==> src/rtl/bsg_link_osdr_pkg.sv <==
// Shared state encoding and PHY word helpers for the OSDR transmit sequencer.
package bsg_link_osdr_pkg;

  typedef enum logic [1:0] {
    PHY_RST = 2'd0,
    WARMUP  = 2'd1,
    ACTIVE  = 2'd2
  } bsg_link_osdr_tx_state_e;

  // Widest payload the word builder supports; callers cast the result down.
  localparam int unsigned PHY_MAX_W = 1024;
  localparam int unsigned PHY_IDX_W = $clog2(PHY_MAX_W + 1);

  localparam logic [PHY_MAX_W:0] PHY_IDLE_WORD = '0;

  // Places the valid flag directly above a width-bit payload.
  function automatic logic [PHY_MAX_W:0] phy_word(
    input logic                   valid,
    input logic [PHY_MAX_W-1:0]   payload,
    input logic [PHY_IDX_W-1:0]   width
  );
    logic [PHY_MAX_W:0] w;
    w        = {1'b0, payload};
    w[width] = valid;
    return w;
  endfunction

endpackage

==> src/rtl/bsg_link_osdr_credit_counter.sv <==
// Saturating up/down credit counter; overflow_o pulses when a return arrives at max_p.
module bsg_link_osdr_credit_counter
  import bsg_link_osdr_pkg::*;
#(
  parameter int max_p  = 8,
  parameter int init_p = max_p
) (
  input  logic clk_i,
  input  logic reset_n_i,
  input  logic up_i,
  input  logic down_i,
  input  logic reinit_i,
  output logic zero_o,
  output logic overflow_o
);

  localparam int CW = $clog2(max_p + 1);
  localparam logic [CW-1:0] CNT_MAX  = CW'(max_p);
  localparam logic [CW-1:0] CNT_INIT = CW'(init_p);

  logic [CW-1:0] cnt_q, cnt_d;

  always_comb begin
    cnt_d      = cnt_q;
    overflow_o = 1'b0;
    if (reinit_i) begin
      cnt_d = CNT_INIT;
    end else if (up_i & ~down_i) begin
      if (cnt_q == CNT_MAX) overflow_o = 1'b1;
      else                  cnt_d      = cnt_q + 1'b1;
    end else if (down_i & ~up_i & (cnt_q != '0)) begin
      cnt_d = cnt_q - 1'b1;
    end
  end

  always_ff @(posedge clk_i) begin
    if (!reset_n_i) cnt_q <= CNT_INIT;
    else            cnt_q <= cnt_d;
  end

  assign zero_o = (cnt_q == '0);

endmodule

==> src/rtl/bsg_link_osdr_tx_sequencer.sv <==
// OSDR transmit sequencer: PHY reset, idle warm-up, then credit-gated payload transfer.
// width_p must be set by the instantiating design (must be below PHY_MAX_W).
//
//   state   | meaning
//   --------+----------------------------------------------------------
//   PHY_RST | phy_reset_o high, idle words, credits held at credits_p
//   WARMUP  | PHY out of reset, idle words so receiver locks its clock
//   ACTIVE  | link up, payload sent while credits remain
module bsg_link_osdr_tx_sequencer
  import bsg_link_osdr_pkg::*;
#(
  parameter int width_p            = 8,
  parameter int credits_p          = 8,
  parameter int phy_reset_cycles_p = 4,
  parameter int warmup_cycles_p    = 16
) (
  input  logic               clk_i,
  input  logic               reset_n_i,
  input  logic               link_restart_i,
  input  logic [width_p-1:0] data_i,
  input  logic               v_i,
  output logic               ready_o,
  input  logic               token_i,
  output logic               phy_reset_o,
  output logic [width_p:0]   phy_data_o,
  output logic               link_up_o,
  output logic               credit_err_o
);

  localparam int MAX_CYC = (phy_reset_cycles_p > warmup_cycles_p) ?
                           phy_reset_cycles_p : warmup_cycles_p;
  localparam int CNT_W   = $clog2(MAX_CYC + 1);
  localparam logic [CNT_W-1:0] RST_LAST  = CNT_W'(phy_reset_cycles_p - 1);
  localparam logic [CNT_W-1:0] WARM_LAST = CNT_W'(warmup_cycles_p - 1);

  bsg_link_osdr_tx_state_e state_q, state_d;
  logic [CNT_W-1:0]        cnt_q, cnt_d;
  logic [width_p:0]        data_q, data_d;
  logic                    err_q, err_d;

  logic credit_zero;
  logic credit_overflow;
  logic send;
  logic credit_reinit;

  // Restart masks ready so a coincident handshake never slips through.
  assign ready_o       = (state_q == ACTIVE) & ~credit_zero & ~link_restart_i;
  assign send          = v_i & ready_o;
  assign credit_reinit = link_restart_i | (state_q != ACTIVE);

  bsg_link_osdr_credit_counter #(
    .max_p  (credits_p),
    .init_p (credits_p)
  ) credit_ctr (
    .clk_i      (clk_i),
    .reset_n_i  (reset_n_i),
    .up_i       (token_i),
    .down_i     (send),
    .reinit_i   (credit_reinit),
    .zero_o     (credit_zero),
    .overflow_o (credit_overflow)
  );

  always_comb begin
    state_d = state_q;
    cnt_d   = cnt_q;
    err_d   = err_q | credit_overflow;
    data_d  = send ? (width_p+1)'(phy_word(1'b1,
                                           {{(PHY_MAX_W-width_p){1'b0}}, data_i},
                                           PHY_IDX_W'(width_p)))
                   : (width_p+1)'(PHY_IDLE_WORD);

    unique case (state_q)
      PHY_RST: begin
        if (cnt_q == RST_LAST) begin
          state_d = WARMUP;
          cnt_d   = '0;
        end else begin
          cnt_d = cnt_q + 1'b1;
        end
      end
      WARMUP: begin
        if (cnt_q == WARM_LAST) begin
          state_d = ACTIVE;
          cnt_d   = '0;
        end else begin
          cnt_d = cnt_q + 1'b1;
        end
      end
      ACTIVE: begin
        cnt_d = '0;
      end
      default: begin
        state_d = PHY_RST;
        cnt_d   = '0;
      end
    endcase

    if (link_restart_i) begin
      state_d = PHY_RST;
      cnt_d   = '0;
    end
  end

  always_ff @(posedge clk_i) begin
    if (!reset_n_i) begin
      state_q <= PHY_RST;
      cnt_q   <= '0;
      data_q  <= '0;
      err_q   <= 1'b0;
    end else begin
      state_q <= state_d;
      cnt_q   <= cnt_d;
      data_q  <= data_d;
      err_q   <= err_d;
    end
  end

  assign phy_reset_o  = (state_q == PHY_RST);
  assign link_up_o    = (state_q == ACTIVE);
  assign phy_data_o   = data_q;
  assign credit_err_o = err_q;

endmodule

==> config.mk <==
export PLATFORM = sky130hd
export DESIGN_NAME = bsg_link_osdr_tx_sequencer
export DESIGN_NICKNAME = d
export VERILOG_FILES = /design/src/rtl/bsg_link_osdr_pkg.sv /design/src/rtl/bsg_link_osdr_credit_counter.sv /design/src/rtl/bsg_link_osdr_tx_sequencer.sv
export SDC_FILE = /design/constraint.sdc
export NUM_CORES = 1
export LEC_CHECK = 0
export BUFFER_PORTS_ARGS = -buffer_cell sky130_fd_sc_hd__buf_2
export CAP_MARGIN = 20
export CELL_PAD_IN_SITES_DETAIL_PLACEMENT = 1
export CELL_PAD_IN_SITES_GLOBAL_PLACEMENT = 2
export CORE_MARGIN = 3
export CORE_UTILIZATION = 33
export CTS_CLUSTER_SIZE = 10
export DETAILED_ROUTE_END_ITERATION = 7
export PLACE_DENSITY = 0.84
export RECOVER_POWER = 50
export SYNTH_ARGS = -nofsm -noshare
export SYNTH_HDL_FRONTEND = slang
export SYNTH_SLANG_ARGS = --single-unit
==> constraint.sdc <==
create_clock -name clk_i -period 6.55 [get_ports clk_i]
set_input_delay 0.3275 -clock clk_i [delete_from_list [all_inputs] [get_ports clk_i]]
set_output_delay 0.3275 -clock clk_i [all_outputs]
set_load 0.02 [all_outputs]
==> results.sh, run 1 <==
export IMPL_fin_area_um2=1250
export IMPL_async_reset_ff_share_pct=0
export IMPL_mostFrequentLayoutCell="dfxtp_1"
export IMPL_synth_distinct_cells=41
export IMPL_cpMostUsedCell="o21ai_0"
export IMPL_power_per_cell_area_nw_per_um2=178
export IMPL_ys_warn_count=0
export IMPL_setup_ws_ps=3940
export IMPL_rsz0062_at_grt="false"
export IMPL_drc_errors=0
export IMPL_fin_nets=164
export IMPL_post_cts_buffers=0
export IMPL_post_place_ws_ps=3980
export IMPL_grt_pass1_vias=997
export IMPL_worstPathCellList="nor4_1 -> o21ai_0 -> fa_1 -> xor2_1 -> a211oi_1 -> o21ai_0 -> o311a_1"
export IMPL_wl_met2_um=1170
export IMPL_cts_hold_fix_buffers=0
export IMPL_drt_first_pass_iters=3
export IMPL_fmax_mhz=383
export IMPL_ir_worst_vdd_v=0.0000726
export IMPL_grt_max_degree=14
export IMPL_htree_levels=1
export IMPL_drive_above_1_share_pct=21.5
export IMPL_floorplan_initialDensity_pct=35.1
export IMPL_grt_use_total_pct=13.9
export IMPL_synth_flop_cell="dfxtp_1"
export IMPL_clock_sinks=21
export IMPL_dieArea_um2=4020
export IMPL_crit_end="credit_ctr.cnt_q[2]$_SDFFE_PP0P_"
export IMPL_drt_iter0_markers=6
export IMPL_worstSetupStartpoint="credit_ctr.cnt_q[1]$_SDFFE_PP0P_"
export IMPL_highest_layer="met4"
export IMPL_path_class="reg -> reg"
export IMPL_synth_top_area_share_pct=38.6
export IMPL_setup_viol=0
export IMPL_antenna_cells=0
export IMPL_r2r_start="credit_ctr.cnt_q[1]$_SDFFE_PP0P_"
export IMPL_grt_antenna_before_repair=0
export IMPL_worstReg2RegEnd="credit_ctr.cnt_q[2]$_SDFFE_PP0P_"
export IMPL_ff2ff_setup_slack_ps=3940
export IMPL_wl_met1_um=1220
export IMPL_syn_num_nets=138
export IMPL_syn_avg_cell_area_um2=9.15
export IMPL_synth_top_cell_by_area="dfxtp_1"
export IMPL_max_cap_violations=0
export IMPL_met3WireLength_um=141
export IMPL_hold_viol=0
export IMPL_slew_headroom_pct=58.8
export IMPL_fillers=410
export IMPL_dp_hpwl_um=1990
export IMPL_max_stage_delay_ps=590
export IMPL_synth_cell_area_um2=1090
export IMPL_fp_dieW_um=63.4
export IMPL_crit_slowest_cell="nor4_1"
export IMPL_gp_congestion=0.803
export IMPL_synthTopCellsByArea="dfxtp_1 (39%), and2_4 (6.4%), ha_1 (5.7%), a21oi_1 (5.5%), o21ai_0 (3.2%)"
export IMPL_postCtsResizedCells=0
export IMPL_hold_path_class="in -> reg"
export IMPL_fin_crit_ps=2610
export IMPL_grt_pass1_wl_um=4560
export IMPL_grt_overflow=0
export IMPL_syn_to_final_growth_pct=14.8
export IMPL_instances_no_fill=188
export IMPL_cp_end_kind="flop"
export IMPL_regArea_um2=420
export IMPL_io_buffers=25
export IMPL_rows=20
export IMPL_period_share_pct=39.8
export IMPL_synth_cells=119
export IMPL_mostFrequentLayoutCells="dfxtp_1 (21), buf_2 (15), a21oi_1 (12), clkbuf_1 (10)"
export IMPL_yosysSeqAreaShare_pct=38.6
export IMPL_ant_nets=0
export IMPL_wire_per_inst_um=13.6
export IMPL_multi_input_area_um2=602
export IMPL_root_buffer="clkbuf_4"
export IMPL_synth_edf_count=0
export IMPL_cp_required_ps=6800
export IMPL_ff2ff_path_depth=7
export IMPL_crit_fanout=7
export IMPL_pin_count=26
export IMPL_vias_per_cell=5.01
export IMPL_fin_setup_tns_ps=0
export IMPL_worst_pin_slew_ps=612
export IMPL_ctsLongestPathBuffers=2
export IMPL_synth_seq_cells=21
export IMPL_skew_ps=7.04
export IMPL_status="finished clean"
export IMPL_coreArea_um2=3100
export IMPL_dpl_cell_area_um2=1240
export IMPL_die_h_um=63.4
export IMPL_vias=941
export IMPL_leakage_nw=0.519
export IMPL_cts_tree="built"
export IMPL_slew_violations=0
export IMPL_worstSetupStartpointType="flop"
export IMPL_cts_made_buffers=3
export IMPL_routed_wl_um=2560
export IMPL_arrival_ps=2860
export IMPL_insertion_delay_ps=300
export IMPL_placed_cells=184
export IMPL_fin_total_pwr_w=0.000222
export IMPL_clk_pin_slew_ps=130
[per-layer routing]
layer / up-vias / track usage [%]
met2: 25 / 24.1
met1: 433 / 17.0
met5: - / 0
li1: 481 / -
met3: 2 / 2.67
met4: 0 / 4.85
[final cells by class]
class	instances	area share (%)
Clock inverter	1	0.601
Inverter	4	1.20
Timing Repair Buffer	27	10.2
Multi-Input combinational cell	88	48.1
Clock buffer	3	1.80
Tap cell	44	4.40
Sequential cell	21	33.6
[power breakdown]
part | switching [W] | internal (W)
clock network | 0.0000416 | 0.0000232
registers | 0.00000318 | 0.000130
logic | 0.0000141 | 0.0000103
total | 0.0000589 | 0.000163
[worst max-delay path: cells and delay by family, from the launching register on]
kind | cells | cell delay [ps]
AOI/OAI and AO/OA | 4 | 810
xor gates and xnor gates | 1 | 300
adders and majority gates | 1 | 440
DFF | 1 | 420
and+or+nand+nor | 1 | 590
[flip-flops by register name, summed over array words and instances (netlist names)]
name	cells
cnt_q	5
credit_ctr.cnt_q	4
credit_err_o	1
phy_data_o	9
state_q	2
[how the worst min path moves through the flow]
stage	start	end	slack, ps	cells past startpoint
6_report	data_i[7]	phy_data_o[7]$_SDFF_PN0_	230	2
5_1_grt	data_i[7]	phy_data_o[7]$_SDFF_PN0_	200	2
4_1_cts	data_i[0]	phy_data_o[0]$_SDFF_PN0_	220	2
3_5_place_dp	cnt_q[0]$_SDFF_PP0_	cnt_q[0]$_SDFF_PP0_	440	1
3_3_place_gp	cnt_q[0]$_SDFF_PP0_	cnt_q[0]$_SDFF_PP0_	430	1
2_1_floorplan	cnt_q[0]$_SDFF_PP0_	cnt_q[0]$_SDFF_PP0_	420	1
[through the flow]
stage / hold WS [ps] / utilization, %
floorplan: 418 / -
global placement: 434 / 40.1
detailed placement: 445 / 40.1
CTS: 215 / 41.1
global route: 204 / 40.3
finish: 228 / 40.3
[cells by family after synthesis]
group | count (synthesis) | share of synthesized area (%)
buffers and inverters | 10 | 4.94
AND/OR/NAND/NOR | 48 | 28.7
flip-flops | 21 | 38.6
XOR/XNOR | 3 | 2.41
multiplexers | 1 | 0.920
AO/OA/AOI/OAI | 30 | 16.8
adder cells (fa/ha/maj) | 6 | 7.59
[synth_stat cells, types with 2 or more instances]
cell      number
and2_4         8
o21ai_0        7
nor4bb_1       2
clkbuf_1       2
a211oi_1       3
nor3_1         5
xor2_1         2
inv_1          4
ha_1           5
nand2_1        6
nor2_1         7
nand3_1        5
dfxtp_1       21
a21oi_1       12
o311a_1        2
nand2b_1       3
Power figures use the tool's default switching activity.
==> run 2, diff against run 1 <==
ABC_AREA = 1   (was unset)
CORE_UTILIZATION = 25   (was 33)
PLACE_DENSITY = 0.75   (was 0.84)
clock period = 2.09 ns   (was 6.55 ns; I/O delays follow)
==> results.sh, run 2 <==
export IMPL_vias_per_cell=4.28
export IMPL_grt_antenna_before_repair=0
export IMPL_async_reset_ff_share_pct=0
export IMPL_post_cts_buffers=0
export IMPL_fillers=465
export IMPL_synth_top_area_share_pct=44.4
export IMPL_slew_headroom_pct=82.4
export IMPL_ant_nets=0
export IMPL_cp_required_ps=2240
export IMPL_synth_commonest_cells="inv_1 (26), nor2_1 (26), dfxtp_1 (21)"
export IMPL_syn_to_final_growth_pct=26.2
export IMPL_grt_max_degree=13
export IMPL_htree_levels=1
export IMPL_fin_total_pwr_w=0.000699
export IMPL_ff2ff_setup_slack_ps=210
export IMPL_largest_reg_flops=9
export IMPL_gp_congestion=0.734
export IMPL_syn_avg_cell_area_um2=7.57
export IMPL_dieArea_um2=4560
export IMPL_mostFrequentLayoutCells="inv_1 (27), nor2_1 (25), dfxtp_1 (19), nand2_1 (15), buf_2 (14)"
export IMPL_synthTopCellsByArea="dfxtp_1 (44%), inv_1 (10%), nor2_1 (10%), ha_1 (6.6%), nand2_1 (6.3%)"
export IMPL_wire_per_inst_um=10.6
export IMPL_rows=21
export IMPL_drt_first_pass_iters=2
export IMPL_fmax_mhz=531
export IMPL_path_buf_inv=1
export IMPL_worstPathCellList="nor2_4 -> nand2_1 -> nand3_4 -> nand2_4 -> ha_1 -> nand2_1 -> nand2_1 -> nor2_1 -> inv_1 -> nand2_1 -> nand3_1 -> nand2_1 -> nand3_1"
export IMPL_synth_top_family_by_area="simple AND/OR/NAND/NOR gates"
export IMPL_clock_sinks=21
export IMPL_drt_iter0_markers=19
export IMPL_muxShareOfSynthArea_pct=0
export IMPL_final_core_util_pct=34.2
export IMPL_setup_viol=0
export IMPL_grt_overflow=0
export IMPL_synth_seq_cells=21
export IMPL_instances_no_fill=201
export IMPL_yosysSeqAreaShare_pct=44.4
export IMPL_pin_count=26
export IMPL_drc_errors=0
export IMPL_hold_viol=0
export IMPL_fin_nets=175
export IMPL_arrival_ps=2030
export IMPL_mostFrequentLayoutCell="inv_1"
export IMPL_routed_wl_um=2140
export IMPL_max_cap_violations=0
export IMPL_regArea_um2=423
export IMPL_min_delay_start="data_i[2]"
export IMPL_floorplan_initialDensity_pct=27.1
export IMPL_synth_compound_area_share_pct=5.29
export IMPL_clk_pin_slew_ps=80
export IMPL_cp_end_kind="flop"
export IMPL_root_buffer="clkbuf_8"
export IMPL_ir_worst_vdd_v=0.000354
export IMPL_cpMostUsedCell="nand2_1"
export IMPL_hold_path_class="in -> reg"
export IMPL_grt_pass1_vias=934
export IMPL_synth_cell_area_um2=946
export IMPL_status="finished clean"
export IMPL_skew_ps=3.04
export IMPL_leakage_nw=0.560
export IMPL_crit_fanout=5
export IMPL_placed_cells=197
export IMPL_worstSetupStartpointType="flop"
export IMPL_worstSetupStartpoint="credit_ctr.cnt_q[1]$_SDFFE_PP0P_"
export IMPL_io_buffers=25
export IMPL_die_h_um=67.5
export IMPL_synthXorXnorAreaFrac_pct=2.78
export IMPL_rsz0062_at_grt="false"
export IMPL_synth_flop_cell="dfxtp_1"
export IMPL_synth_top_cell_by_area="dfxtp_1"
export IMPL_multi_input_area_um2=443
export IMPL_cts_made_buffers=3
export IMPL_fin_setup_tns_ps=0
export IMPL_synth_simple_gate_area_share_pct=27.6
export IMPL_ys_warn_count=0
export IMPL_period_share_pct=90.1
export IMPL_synth_cells=125
export IMPL_coreArea_um2=3490
export IMPL_grt_use_total_pct=10.7
export IMPL_cts_hold_fix_buffers=0
export IMPL_drive_above_1_share_pct=19.4
export IMPL_antenna_cells=0
export IMPL_slew_violations=0
export IMPL_synth_edf_count=0
export IMPL_grt_pass1_wl_um=3800
export IMPL_fin_crit_ps=1880
export IMPL_crit_family="simple AND/OR/NAND/NOR gates"
export IMPL_insertion_delay_ps=260
export IMPL_setup_ws_ps=207
export IMPL_ctsLongestPathBuffers=2
export IMPL_crit_slowest_cell="dfxtp_1"
export IMPL_synth_fa_ha_area_share_pct=8.73
export IMPL_path_class="reg -> reg"
export IMPL_worst_pin_slew_ps=262
export IMPL_max_stage_delay_ps=380
export IMPL_post_place_ws_ps=13.9
export IMPL_r2r_start="credit_ctr.cnt_q[1]$_SDFFE_PP0P_"
export IMPL_power_per_cell_area_nw_per_um2=585
export IMPL_dp_hpwl_um=1800
export IMPL_fp_dieW_um=67.5
export IMPL_synth_distinct_cells=19
export IMPL_cts_tree="built"
export IMPL_vias=860
export IMPL_syn_num_nets=144
-- run 2: cell types whose count changed in the layout (fill, tap and decap cells not counted), moves of 5 or more --
cell     change
nor2_1      +18
inv_1       +23
o21ai_0      -5
and2_4       -5
nand2_1      +9
a21oi_1      -7
-- run 2: area by class of cell --
cell class	instances	share of cell area, %
repair buffers	26	9.96
well taps	46	4.82
flip-flops and latches	21	35.4
clock buffers	3	3.46
inverters	28	8.81
clock inverters	1	0.419
multi-input cells	76	37.1
-- run 2: tightest hold or removal path: stages --
cell and delay (ps):
buf_2 90, inv_1 40, nor2_1 30
-- run 2: metrics by stage --
step,cell area [um2],hold slack [ps]
floorplan,946,217
global placement,1140,319
detailed placement,1140,330
CTS,1180,47.8
global route,1190,59.5
finish,1190,57.5
-- run 2: path summary, 6_finish.rpt --
kind,endpoint,cells past startpoint
setup / recovery,credit_ctr.cnt_q[3]$_SDFFE_PP1P_,13
hold / removal,phy_data_o[2]$_SDFF_PN0_,3
setup reg to reg,credit_ctr.cnt_q[3]$_SDFFE_PP1P_,13
hold reg to reg,cnt_q[0]$_SDFF_PP0_,1
-- run 2: per-layer routing --
metal	global-route usage, %	share of wire, %
met5	0	0
met4	1.52	0.47
met3	5.16	9.4
met2	18.7	49
met1	12.0	41
-- run 2: cells by family after synthesis --
family	after synthesis
flops	21
simple gates	58
buf+inv	28
xor+xnor	3
compound gates	9
fa+ha+maj	6
-- run 2: report_power, final --
part | internal [W] | switching, W | leakage (nW)
sequential | 0.000402 | 0.00000144 | 0.170
clock | 0.000133 | 0.000129 | 0.0255
combinational | 0.0000150 | 0.0000189 | 0.364
-- run 2: repair_timing --
item,in CTS,in global routing
cloned,0,0
resized for setup,1,6
endpoints found under the setup margin,1,1
